<file path="config.mk">
export PLATFORM = sky130hd
export DESIGN_NAME = six_bit_dadda_mutliplier
export DESIGN_NICKNAME = d
export VERILOG_FILES = /design/src/rtl/six_bit_dadda_mutliplier.sv
export SDC_FILE = /design/constraint.sdc
export NUM_CORES = 1
export LEC_CHECK = 0
export CORE_MARGIN = 10
export CORE_UTILIZATION = 45
export DETAILED_ROUTE_END_ITERATION = 8
export GPL_TIMING_DRIVEN = 0
export PLACE_DENSITY = 0.78
export SYNTH_ARGS = -nofsm -noshare
export SYNTH_HDL_FRONTEND = slang
export SYNTH_SLANG_ARGS = --single-unit
</file>
<file path="constraint.sdc">
create_clock -name clk -period 4.8 [get_ports clk]
set_input_delay 0.96 -clock clk [delete_from_list [all_inputs] [get_ports clk]]
set_output_delay 0.96 -clock clk [all_outputs]
set_load 0.1 [all_outputs]
</file>
<file path="src/rtl/six_bit_dadda_mutliplier.sv">
// 6x6 unsigned Dadda multiplier: combinational partial products, a 6->4->3->2 reduction
// tree built from explicit half/full adders, a ripple-carry final adder, and a registered product.
module six_bit_dadda_mutliplier (
  input  logic        clk,
  input  logic        rst_n,
  input  logic [5:0]  in1,
  input  logic [5:0]  in2,
  output logic [11:0] out
);

  function automatic logic [1:0] ha(input logic a, input logic b);
    return {a & b, a ^ b};
  endfunction

  function automatic logic [1:0] fa(input logic a, input logic b, input logic c);
    return {(a & b) | (a & c) | (b & c), a ^ b ^ c};
  endfunction

  // pp[i][j] carries weight 2^(i+j)
  logic [5:0][5:0] pp;

  always_comb begin
    pp = '0;
    for (int i = 0; i < 6; i++) begin
      for (int j = 0; j < 6; j++) begin
        pp[i][j] = in1[i] & in2[j];
      end
    end
  end

  // Stage 1: heights reduced to 4 (columns 4..7 need work)
  logic s1_4, c1_4, s1_5a, c1_5a, s1_5b, c1_5b;
  logic s1_6a, c1_6a, s1_6b, c1_6b, s1_7, c1_7;

  assign {c1_4,  s1_4}  = ha(pp[4][0], pp[3][1]);
  assign {c1_5a, s1_5a} = fa(pp[5][0], pp[4][1], pp[3][2]);
  assign {c1_5b, s1_5b} = ha(pp[2][3], pp[1][4]);
  assign {c1_6a, s1_6a} = fa(pp[5][1], pp[4][2], pp[3][3]);
  assign {c1_6b, s1_6b} = ha(pp[2][4], pp[1][5]);
  assign {c1_7,  s1_7}  = fa(pp[5][2], pp[4][3], pp[3][4]);

  // Stage 2: heights reduced to 3 (columns 3..8)
  logic s2_3, c2_3, s2_4, c2_4, s2_5, c2_5;
  logic s2_6, c2_6, s2_7, c2_7, s2_8, c2_8;

  assign {c2_3, s2_3} = ha(pp[3][0], pp[2][1]);
  assign {c2_4, s2_4} = fa(s1_4, pp[2][2], pp[1][3]);
  assign {c2_5, s2_5} = fa(pp[0][5], s1_5a, s1_5b);
  assign {c2_6, s2_6} = fa(s1_6a, s1_6b, c1_5a);
  assign {c2_7, s2_7} = fa(pp[2][5], s1_7, c1_6a);
  assign {c2_8, s2_8} = fa(pp[5][3], pp[4][4], pp[3][5]);

  // Stage 3: heights reduced to 2 (columns 2..9)
  logic s3_2, c3_2, s3_3, c3_3, s3_4, c3_4, s3_5, c3_5;
  logic s3_6, c3_6, s3_7, c3_7, s3_8, c3_8, s3_9, c3_9;

  assign {c3_2, s3_2} = ha(pp[2][0], pp[1][1]);
  assign {c3_3, s3_3} = fa(s2_3, pp[1][2], pp[0][3]);
  assign {c3_4, s3_4} = fa(pp[0][4], s2_4, c2_3);
  assign {c3_5, s3_5} = fa(c1_4, s2_5, c2_4);
  assign {c3_6, s3_6} = fa(c1_5b, s2_6, c2_5);
  assign {c3_7, s3_7} = fa(c1_6b, s2_7, c2_6);
  assign {c3_8, s3_8} = fa(c1_7, s2_8, c2_7);
  assign {c3_9, s3_9} = fa(pp[5][4], pp[4][5], c2_8);

  logic [10:0] row_a;
  logic [10:0] row_b;

  assign row_a = {pp[5][5], s3_9, s3_8, s3_7, s3_6, s3_5, s3_4, s3_3, s3_2, pp[1][0], pp[0][0]};
  assign row_b = {c3_9, c3_8, c3_7, c3_6, c3_5, c3_4, c3_3, c3_2, pp[0][2], pp[0][1], 1'b0};

  // Ripple-carry final adder; the last carry becomes product bit 11
  logic [11:0] cy;
  logic [11:0] prod_d;
  logic [11:0] prod_q;

  always_comb begin
    cy     = '0;
    prod_d = '0;
    for (int k = 0; k < 11; k++) begin
      {cy[k+1], prod_d[k]} = fa(row_a[k], row_b[k], cy[k]);
    end
    prod_d[11] = cy[11];
  end

  always_ff @(posedge clk) begin
    if (!rst_n) begin
      prod_q <= '0;
    end else begin
      prod_q <= prod_d;
    end
  end

  assign out = prod_q;

endmodule

</file>
==> results of run 1 <==
per-layer routing:
metal	GRT usage	part of all wire	up-vias
met5	0	0	-
li1	-	-	389
met2	0.194	0.52	30
met3	0.0372	0.075	2
met1	0.110	0.40	406
met4	0.00645	0.0039	0
through the flow:
stage          cell area (µm²)  setup TNS [ns]   util  hold slack (ns)  instances
2_1_floorplan             1190          -0.157      -             1.09        113
3_3_place_gp              1480           -2.10  0.593             1.60        168
3_5_place_dp              1480           -2.37  0.593             1.61        168
4_1_cts                   1590          -0.244  0.638            0.956        175
5_1_grt                   1590          -0.186  0.637            0.981        175
6_report                  1590               0  0.637            0.962        175
repair_timing:
action | 4_1_cts | 5_1_grt
hold buffers | 0 | 0
resized for setup | 65 | 2
setup endpoints to repair | 3 | 2
buffers inserted | 3 | 0
hold endpoints to repair | 0 | 0
pin swaps | 19 | 7
cells by family (layout without fill, tap and decap cells):
family	after synthesis	count (layout)	share of synthesized area
adder cells (fa/ha/maj)	30	30	0.470
buffers and inverters	24	56	0.0825
flip-flops	12	12	0.203
AND/OR/NAND/NOR	47	47	0.244
final timing paths:
kind	cells after the start	to	slack (ns)	startpoint
max	15	out[10]	0.009	in1[3]
min	2	out[0]	0.96	in2[0]
cells in the final DEF (no fill, tap or decap), types with 3 or more instances in the layout:
master,instances
buf_4,4
fa_1,18
inv_1,18
and2_1,29
nor2b_4,3
inv_2,5
buf_8,3
dfxtp_1,12
ha_1,4
buf_6,3
clkbuf_4,3
nand2_1,8
fa_2,6
clkdlybuf4s50_1,13
power groups by stage:
stage / registers [mW] / logic, mW / clock network, mW
3_3_place_gp: 0.132 / 0.392 / 0
5_1_grt: 0.134 / 0.441 / 0.0851
2_1_floorplan: 0.318 / 0.124 / 0
4_1_cts: 0.131 / 0.413 / 0.0824
6_report: 0.130 / 0.404 / 0.0782
3_5_place_dp: 0.133 / 0.401 / 0
area by class of cell:
cell class	count	area (µm²)	share of cell area
clock buffers	4	36.3	0.0228
multi-input cells	77	902	0.567
inverters	23	86.3	0.0542
well taps	30	37.5	0.0236
plain buffers	1	11.3	0.00708
flip-flops and latches	12	240	0.151
repair buffers	28	278	0.175
==> results.txt, run 1 <==
----------------------------------------------------
[Run status]
  Status ... finished, final reports clean

[Setup path]
  CP top delay family ... adder cells
  Number of buffers and inverters on the critical path ... 4
  Crit. End Element ... flip-flop
  Cell Chain, Critical Path ... buf_8, nand2_4, fa_1, inv_2, fa_1, inv_2, fa_1, fa_2, inv_2, fa_2, fa_2, fa_2, fa_2, fa_1, and2_1
  Worst-path cell with the longest stage delay ... fa_1
  Start-to-end type of the worst setup path ... in -> reg
  Crit start category ... primary input
  CP Max Fanout ... 5
  Worst endpoint data arrival time ... just under 5 ns
  Cell seen most often among critical-path stages ... fa_2
  Critical path required time ... 4.96 ns
  Largest stage delay on the critical path ... roughly 0.55 ns

[Clock tree]
  CTS tree ... yes
  Max H-tree Level ... 1
  CTS clk-pin slew, worst paths ... 0.07 ns
  Longest Clk Path Bufs ... 2
  Clk Tree Root Cell ... clkbuf_4
  Num Clock Sinks ... 12
  Clock buffer count from CTS ... 3

[Timing]
  Unrepaired setup endpoints after global routing ... true
  Final hold violation count ... 0
  Worst max-slew margin expressed relative to the limit ... 0.342
  Clock period minus final worst setup slack ... between 4 and 5 ns
  Highest clock frequency the design can meet ... 209 MHz
  Final clock period utilization by the worst path ... 0.998
  Total count of max-transition violations in the final report ... 0
  Worst slew pin tran ... 0.984 ns
  Worst setup margin ... roughly 0.0091 ns
  Final number of setup-violating endpoints ... 0

[Power]
  Switching power share of the total ... 0.515
  Overall power of the completed layout ... 0.612 mW
  Peak supply drop ... just over 0.4 mV
  Leak ... between 0.7 and 0.8 nW
  Cell-internal power ... 0.297 mW
  Flop pwr share ... 0.213
  Part of the power in the clock network ... 0.128
  Power density over cell area ... 385 nW/µm²
  Combinational group share of total power ... 0.659
  Net load switching power ... 0.315 mW

[Die]
  Die outline area ... ~5100 µm²
  Die outline width ... slightly above 70 µm
  Die height ... 71.3 µm
  Count of boundary I/O pins ... 26
  Core Footprint ... approximately 2500 µm²
  FP Rows ... 18
  Initial Utilization ... 0.473

[Route]
  First drt pass iteration count ... 4
  Count of unresolved DRC violations after routing ... 0
  Routed vias ... 827
  Overall routed net length ... 2340 µm
  Routed length per instance ... roughly 13 µm
  DR vias/cell ... 4.73
  DRC violation total after the first TritonRoute iteration ... 14
  Residual antenna-violating net count after detailed routing ... 0

[Synth]
  Predominant post-synthesis flop cell ... dfxtp_1
  Library cell with the largest summed area after synthesis ... fa_1
  Library cell with the highest instance count after synthesis ... and2_1
  Total of flip-flops plus latches after synthesis ... 12
  Number of nets in the synthesized netlist ... ~160
  Cells after Synth ... around 110
  Cells taking the most area after synthesis ... fa_1, dfxtp_1, and2_1
  EDFF count, synth ... 0
  Sequential fraction of the synthesis area ... 0.203
  Ranking of synthesized cells by instance count ... and2_1, fa_1, inv_1
  Share of flip-flops with an asynchronous set or reset after synthesis ... 0
  Cell area after synthesis ... about 1200 µm²
  Unique masters post-synth ... 10
  Ys Warns ... 0
  Avg Synthesized Cell Area ... about 10 µm²
  Fraction of synthesized cell area taken by the top area cell type ... 0.406

[Flow run]
  Total of max-cap violations ... 0

[Worst hold path]
  Class of the tightest hold or removal check ... in -> reg

[Layout]
  Final Net Count ... 190
  Flip-flop count of the largest register after layout ... 12
  Relative area change from synthesis to final layout ... 34.6%
  Diode count ... 0
  Fraction of final layout cells with drive strength greater than 1 ... 0.269
  Filler cell count ... 214

[Place]
  Count of input and output buffers ... 25
  Post-placement setup slack ... -0.841 ns
  Placed wire-length estimate after detailed placement ... 1990 µm
  RePlAce Congestion ... approximately 0.84

[Global route]
  Pin count of the biggest net entering global routing ... 11
  Via count of the first global-routing pass ... 978
  Total overflow reported by the global router ... 0
  Antenna violations before repair ... 0
  All-Layer GR Usage ... 0.103
  Wire length of the first global-routing pass ... 4290 µm

----------------------------------------------------
Power figures use the tool's default switching activity.
==> run 2, diff against run 1 <==
- CORE_UTILIZATION: 45 -> 55
- DONT_BUFFER_PORTS: default -> 1
- PLACE_DENSITY: 0.78 -> 0.76
==> run 2 against run 1 <==
Maximum frequency up 1.6%. Power down 12%. First-iteration DRC count down 29%. Largest power group is now sequential cells. Worst setup slack better by 0.077 ns. Sequential power up 150%. Die area down 13%. Critical path depth up 1.
==> results.txt, run 2 (synthesized netlist as in run 1, its figures left out) <==
----------------------------------------------------
[Run status]
  Status ... finished, final reports clean

[Timing]
  Worst slack on hold paths ... roughly 0.84 ns
  Clock period minus final worst setup slack ... between 4 and 5 ns
  Total count of max-transition violations in the final report ... 0
  Worst setup margin ... 0.0856 ns
  Final clock period utilization by the worst path ... 0.982
  Worst max-slew margin expressed relative to the limit ... 0.368
  Worst slew pin tran ... 0.947 ns
  Highest clock frequency the design can meet ... 212 MHz
  Final setup TNS ... 0 ns
  Final number of setup-violating endpoints ... 0
  Final hold violation count ... 0
  Unrepaired setup endpoints after global routing ... true

[Layout]
  Post-route insts no fill ... between 100 and 150
  Relative area change from synthesis to final layout ... 7.20%
  Final core occ ... 0.633
  Final Net Count ... 162
  Commonest non-fill, non-tap cell in the layout ... and2_1
  Leading cell types in the layout, fill and taps excluded ... and2_1, inv_1, fa_1, dfxtp_1, nand2_1
  Fraction of final layout cells with drive strength greater than 1 ... 0.128
  Diode count ... 0
  Flip-flop count of the largest register after layout ... 12

[Clock tree]
  Num Clock Sinks ... 12
  Max H-tree Level ... 1
  Clk Tree Root Cell ... clkbuf_4
  CTS tree ... yes
  Clock buffer count from CTS ... 3
  Longest Clk Path Bufs ... 2
  CTS clk-pin slew, worst paths ... 0.07 ns
  CTS Hold Bufs ... 0

[Worst hold path]
  Worst hold endpoint ... out[4]
  Class of the tightest hold or removal check ... in -> reg
  Hold path cells ... 1
  Origin of the worst min-delay path ... rst_n

[Die]
  FP Rows ... 16
  Die outline width ... 66.4 µm
  Die outline area ... about 4400 µm²
  Count of boundary I/O pins ... 26
  Die height ... around 66 µm
  Initial Utilization ... 0.591
  Core Footprint ... 2000 µm²

[Setup path]
  Critical path required time ... 5.01 ns
  Worst endpoint data arrival time ... 4.93 ns
  Start-to-end type of the worst setup path ... in -> reg
  Crit. End Element ... flip-flop
  Crit start category ... primary input
  CP Max Fanout ... 6

[Place]
  Placed wire-length estimate after detailed placement ... roughly 1900 µm
  Count of input and output buffers ... 0
  RePlAce Congestion ... 0.820
  Post-placement setup slack ... -0.227 ns
  Cells after DPL ... 140

[Global route]
  Wire length of the first global-routing pass ... ~3600 µm
  Via count of the first global-routing pass ... 798
  Total overflow reported by the global router ... 0
  Antenna violations before repair ... 0
  All-Layer GR Usage ... 0.100
  Pin count of the biggest net entering global routing ... 11

[Route]
  Count of unresolved DRC violations after routing ... 0
  Overall routed net length ... 1970 µm
  First drt pass iteration count ... 4
  DRC violation total after the first TritonRoute iteration ... 10
  Residual antenna-violating net count after detailed routing ... 0
  Routed length per instance ... about 14 µm
  DR vias/cell ... between 4 and 5
  Routed vias ... 690

[Power]
  Peak supply drop ... 0.282 mV
  Power density over cell area ... 426 nW/µm²
  Leak ... roughly 0.6 nW

[Flow run]
  Total of max-cap violations ... 0

----------------------------------------------------
[run 2: changes by cell type in the layout (fill, tap and decap cells not counted), sizes merged]
cell and delta:
dlygate4sd2 -2, clkdlybuf4s15 -2, buf -11, clkdlybuf4s50 -13
[run 2: timing repair]
item,4_1_cts,5_1_grt
buffers inserted,0,0
setup endpoints to repair,0,2
resized for setup,0,1
[run 2: final cells by class]
type	instances	area, µm²
plain buffers	1	11.3
clock buffers	4	36.3
flip-flops and latches	12	240
inverters	23	86.3
well taps	27	33.8
multi-input cells	77	860
fillers	176	734
[run 2: how the worst max path moves through the flow]
stage                     startpoint      end  slack, ns  cells past startpoint
final                         in2[0]  out[10]       0.09                     16
after global placement        in2[0]  out[10]      -0.20                     16
after floorplan               in2[0]  out[10]      -0.11                     16
after CTS                     in2[0]  out[10]       0.07                     16
after global routing          in2[0]  out[10]      -0.08                     16
after detailed placement      in2[0]  out[10]      -0.23                     16
[run 2: where the power goes]
part	total [mW]	internal, mW	switching (mW)
logic	0.145	0.0732	0.0720
clock network	0.0763	0.0460	0.0303
registers	0.319	0.125	0.194
total	0.540	0.244	0.296
[run 2: per-layer routing]
| metal | up-vias | global-route usage | wire, µm |
|---|---|---|---|
| li1 | 330 | - | - |
| met1 | 340 | 0.117 | 787 |
| met2 | 18 | 0.171 | 998 |
| met3 | 2 | 0.0305 | 166 |
| met4 | 0 | 0.0314 | 17 |
| met5 | - | 0 | 0 |
[run 2: through the flow]
step | area [µm²] | total power [mW]
final | 1270 | 0.540
after global routing | 1270 | 0.581
after CTS | 1260 | 0.550
after detailed placement | 1230 | 0.473
after global placement | 1230 | 0.465
after floorplan | 1190 | 0.441
[run 2: worst max-delay path: stages]
cell and delay, ns:
and2_1 0.14, ha_1 0.27, inv_1 0.05, fa_1 0.53
inv_1 0.05, fa_1 0.44, inv_2 0.07, fa_2 0.20
fa_1 0.16, inv_1 0.05, fa_2 0.34, fa_2 0.36
fa_2 0.34, fa_2 0.34, fa_2 0.52, and2_1 0.11
==> run 3, diff against run 2 <==
==> constraint.sdc (replaced) <==
create_clock -name clk -period 4.8 [get_ports clk]
set_input_delay 1.2 -clock clk [delete_from_list [all_inputs] [get_ports clk]]
set_output_delay 1.2 -clock clk [all_outputs]
set_load 0.1 [all_outputs]
==> run 3 against run 2 <==
The flow now finishes with violations (setup timing). Critical path depth is the same. Worst setup slack lost 0.25 ns. Power down 3.2%. Critical endpoint unchanged.
==> results.txt, run 3 (synthesized netlist as in run 1, its figures left out) <==
----------------------------------------------------
[Place]
  Count of input and output buffers ... 0
  RePlAce Congestion ... 0.837
  Cells after DPL ... 140
  Total cell area at the placement stage ... 1250 µm²
  Post-placement setup slack ... -0.474 ns
  Placed wire-length estimate after detailed placement ... roughly 1900 µm

[Layout]
  Final Net Count ... 162
  Post-route insts no fill ... ~140
  Leading cell types in the layout, fill and taps excluded ... and2_1, inv_1, fa_1, dfxtp_1, nand2_1
  Filler cell count ... around 170
  Final core occ ... 0.641
  Diode count ... 0
  Commonest non-fill, non-tap cell in the layout ... and2_1
  Flip-flop count of the largest register after layout ... 12
  Relative area change from synthesis to final layout ... 8.57%
  Total non-filler cell area in the finished layout ... 1280 µm²
  Fraction of final layout cells with drive strength greater than 1 ... 0.198

[Clock tree]
  CTS tree ... yes
  Max H-tree Level ... 1
  Clk Tree Root Cell ... clkbuf_4
  Num Clock Sinks ... 12
  Longest Clk Path Bufs ... 2
  CTS clk-pin slew, worst paths ... 0.06 ns
  Clock buffer count from CTS ... 3
  Post-CTS setup buffer count ... 0

[Setup path]
  Worst endpoint data arrival time ... between 5 and 6 ns
  Critical Path End ... out[10]
  Start-to-end type of the worst setup path ... in -> reg
  Beginning of the critical path ... in2[1]
  Critical path required time ... 5.00 ns
  Crit. End Element ... flip-flop
  Crit start category ... primary input
  CP Max Fanout ... 6

[Power]
  Net load switching power ... 0.293 mW
  Power density over cell area ... 407 nW/µm²
  Flop pwr share ... 0.610
  Part of the power in the clock network ... 0.105
  Overall power of the completed layout ... 0.523 mW
  Switching power share of the total ... 0.561
  Cell-internal power ... 0.229 mW
  Leak ... 0.601 nW
  Peak supply drop ... approximately 0.22 mV
  Combinational group share of total power ... 0.285

[Global route]
  Via count of the first global-routing pass ... 802
  All-Layer GR Usage ... 0.102
  Pin count of the biggest net entering global routing ... 11
  Antenna violations before repair ... 0
  Total overflow reported by the global router ... 0
  Wire length of the first global-routing pass ... 3550 µm

[Timing]
  Total count of max-transition violations in the final report ... 0
  Highest clock frequency the design can meet ... 201 MHz
  Worst slew pin tran ... about 0.95 ns
  Final hold violation count ... 0
  Unrepaired setup endpoints after global routing ... true
  Clock period minus final worst setup slack ... around 5.0 ns
  Final number of setup-violating endpoints ... 2
  Final setup TNS ... -0.235 ns
  Worst setup margin ... -0.164 ns
  Final clock period utilization by the worst path ... 1.03
  Worst max-slew margin expressed relative to the limit ... 0.364
  Worst slack on hold paths ... 1.08 ns

[Die]
  Die outline area ... 4400 µm²
  Core Footprint ... approximately 2000 µm²
  FP Rows ... 16
  Die height ... 66.4 µm
  Count of boundary I/O pins ... 26
  Die outline width ... 66.4 µm
  Initial Utilization ... 0.591

[Route]
  DRC violation total after the first TritonRoute iteration ... 7
  DR vias/cell ... 4.84
  Overall routed net length ... 2020 µm
  First drt pass iteration count ... 2
  Routed vias ... 692
  Residual antenna-violating net count after detailed routing ... 0
  Count of unresolved DRC violations after routing ... 0
  Routed length per instance ... 14.1 µm

[Flow run]
  Total of max-cap violations ... 0

[Run status]
  Violated checks ... setup timing
  Status ... complete, but fails checks

[Worst hold path]
  Class of the tightest hold or removal check ... in -> reg

----------------------------------------------------
==> run 3: cell types whose count changed in the layout (fill, tap and decap cells not counted), moves of 2 or more <==
cell / previous run / this run
inv_1: 22 / 19
inv_2: 1 / 4
and2_1: 31 / 29
and2_4: 0 / 2
nand2_1: 11 / 9
==> run 3: layer usage <==
| layer | GRT usage | vias to the layer above | wire length, µm |
|---|---|---|---|
| li1 | - | 328 | - |
| met1 | 0.109 | 343 | 789 |
| met2 | 0.183 | 19 | 1020 |
| met3 | 0.0322 | 2 | 203 |
| met4 | 0.0314 | 0 | 10 |
| met5 | 0 | - | 0 |
==> run 3: worst min path at each step <==
| stage | start | to | slack [ns] | depth (start not counted) |
|---|---|---|---|---|
| after floorplan | rst_n | out[4] | 1.33 | 1 |
| after global placement | rst_n | out[4] | 1.34 | 1 |
| after detailed placement | rst_n | out[4] | 1.35 | 1 |
| after CTS | rst_n | out[4] | 1.09 | 1 |
| after global routing | rst_n | out[4] | 1.08 | 1 |
| final | rst_n | out[4] | 1.08 | 1 |
==> run 3: cell type report <==
cell class,instances,area [µm²],area share
buffer,1,11.3,0.00877
inverter,23,86.3,0.0673
clock buffer,3,22.5,0.0175
sequential,12,240,0.187
multi-input combinational,77,890,0.693
tap,27,33.8,0.0263
==> run 3: critical path: stages <==
cell and delay, ns:
and2_4 0.14, ha_4 0.25, inv_2 0.03, fa_1 0.56, inv_2 0.04, fa_1 0.44
inv_2 0.08, fa_2 0.20, fa_2 0.19, inv_2 0.04, fa_2 0.33, fa_2 0.34
fa_2 0.34, fa_2 0.35, fa_2 0.52, and2_1 0.11
==> run 3: power by group through the flow <==
stage / clock (mW) / sequential [mW] / combinational, mW
5_1_grt: 0.0628 / 0.321 / 0.178
3_3_place_gp: 0 / 0.322 / 0.146
4_1_cts: 0.0563 / 0.321 / 0.154
6_report: 0.0549 / 0.319 / 0.149
2_1_floorplan: 0 / 0.318 / 0.128
3_5_place_dp: 0 / 0.323 / 0.153
==> run 3: what timing repair did <==
action | in CTS | in global routing
pin swaps | 1 | 1
endpoints found under the setup margin | 2 | 2
hold buffers | 0 | 0
resized for setup | 2 | 1
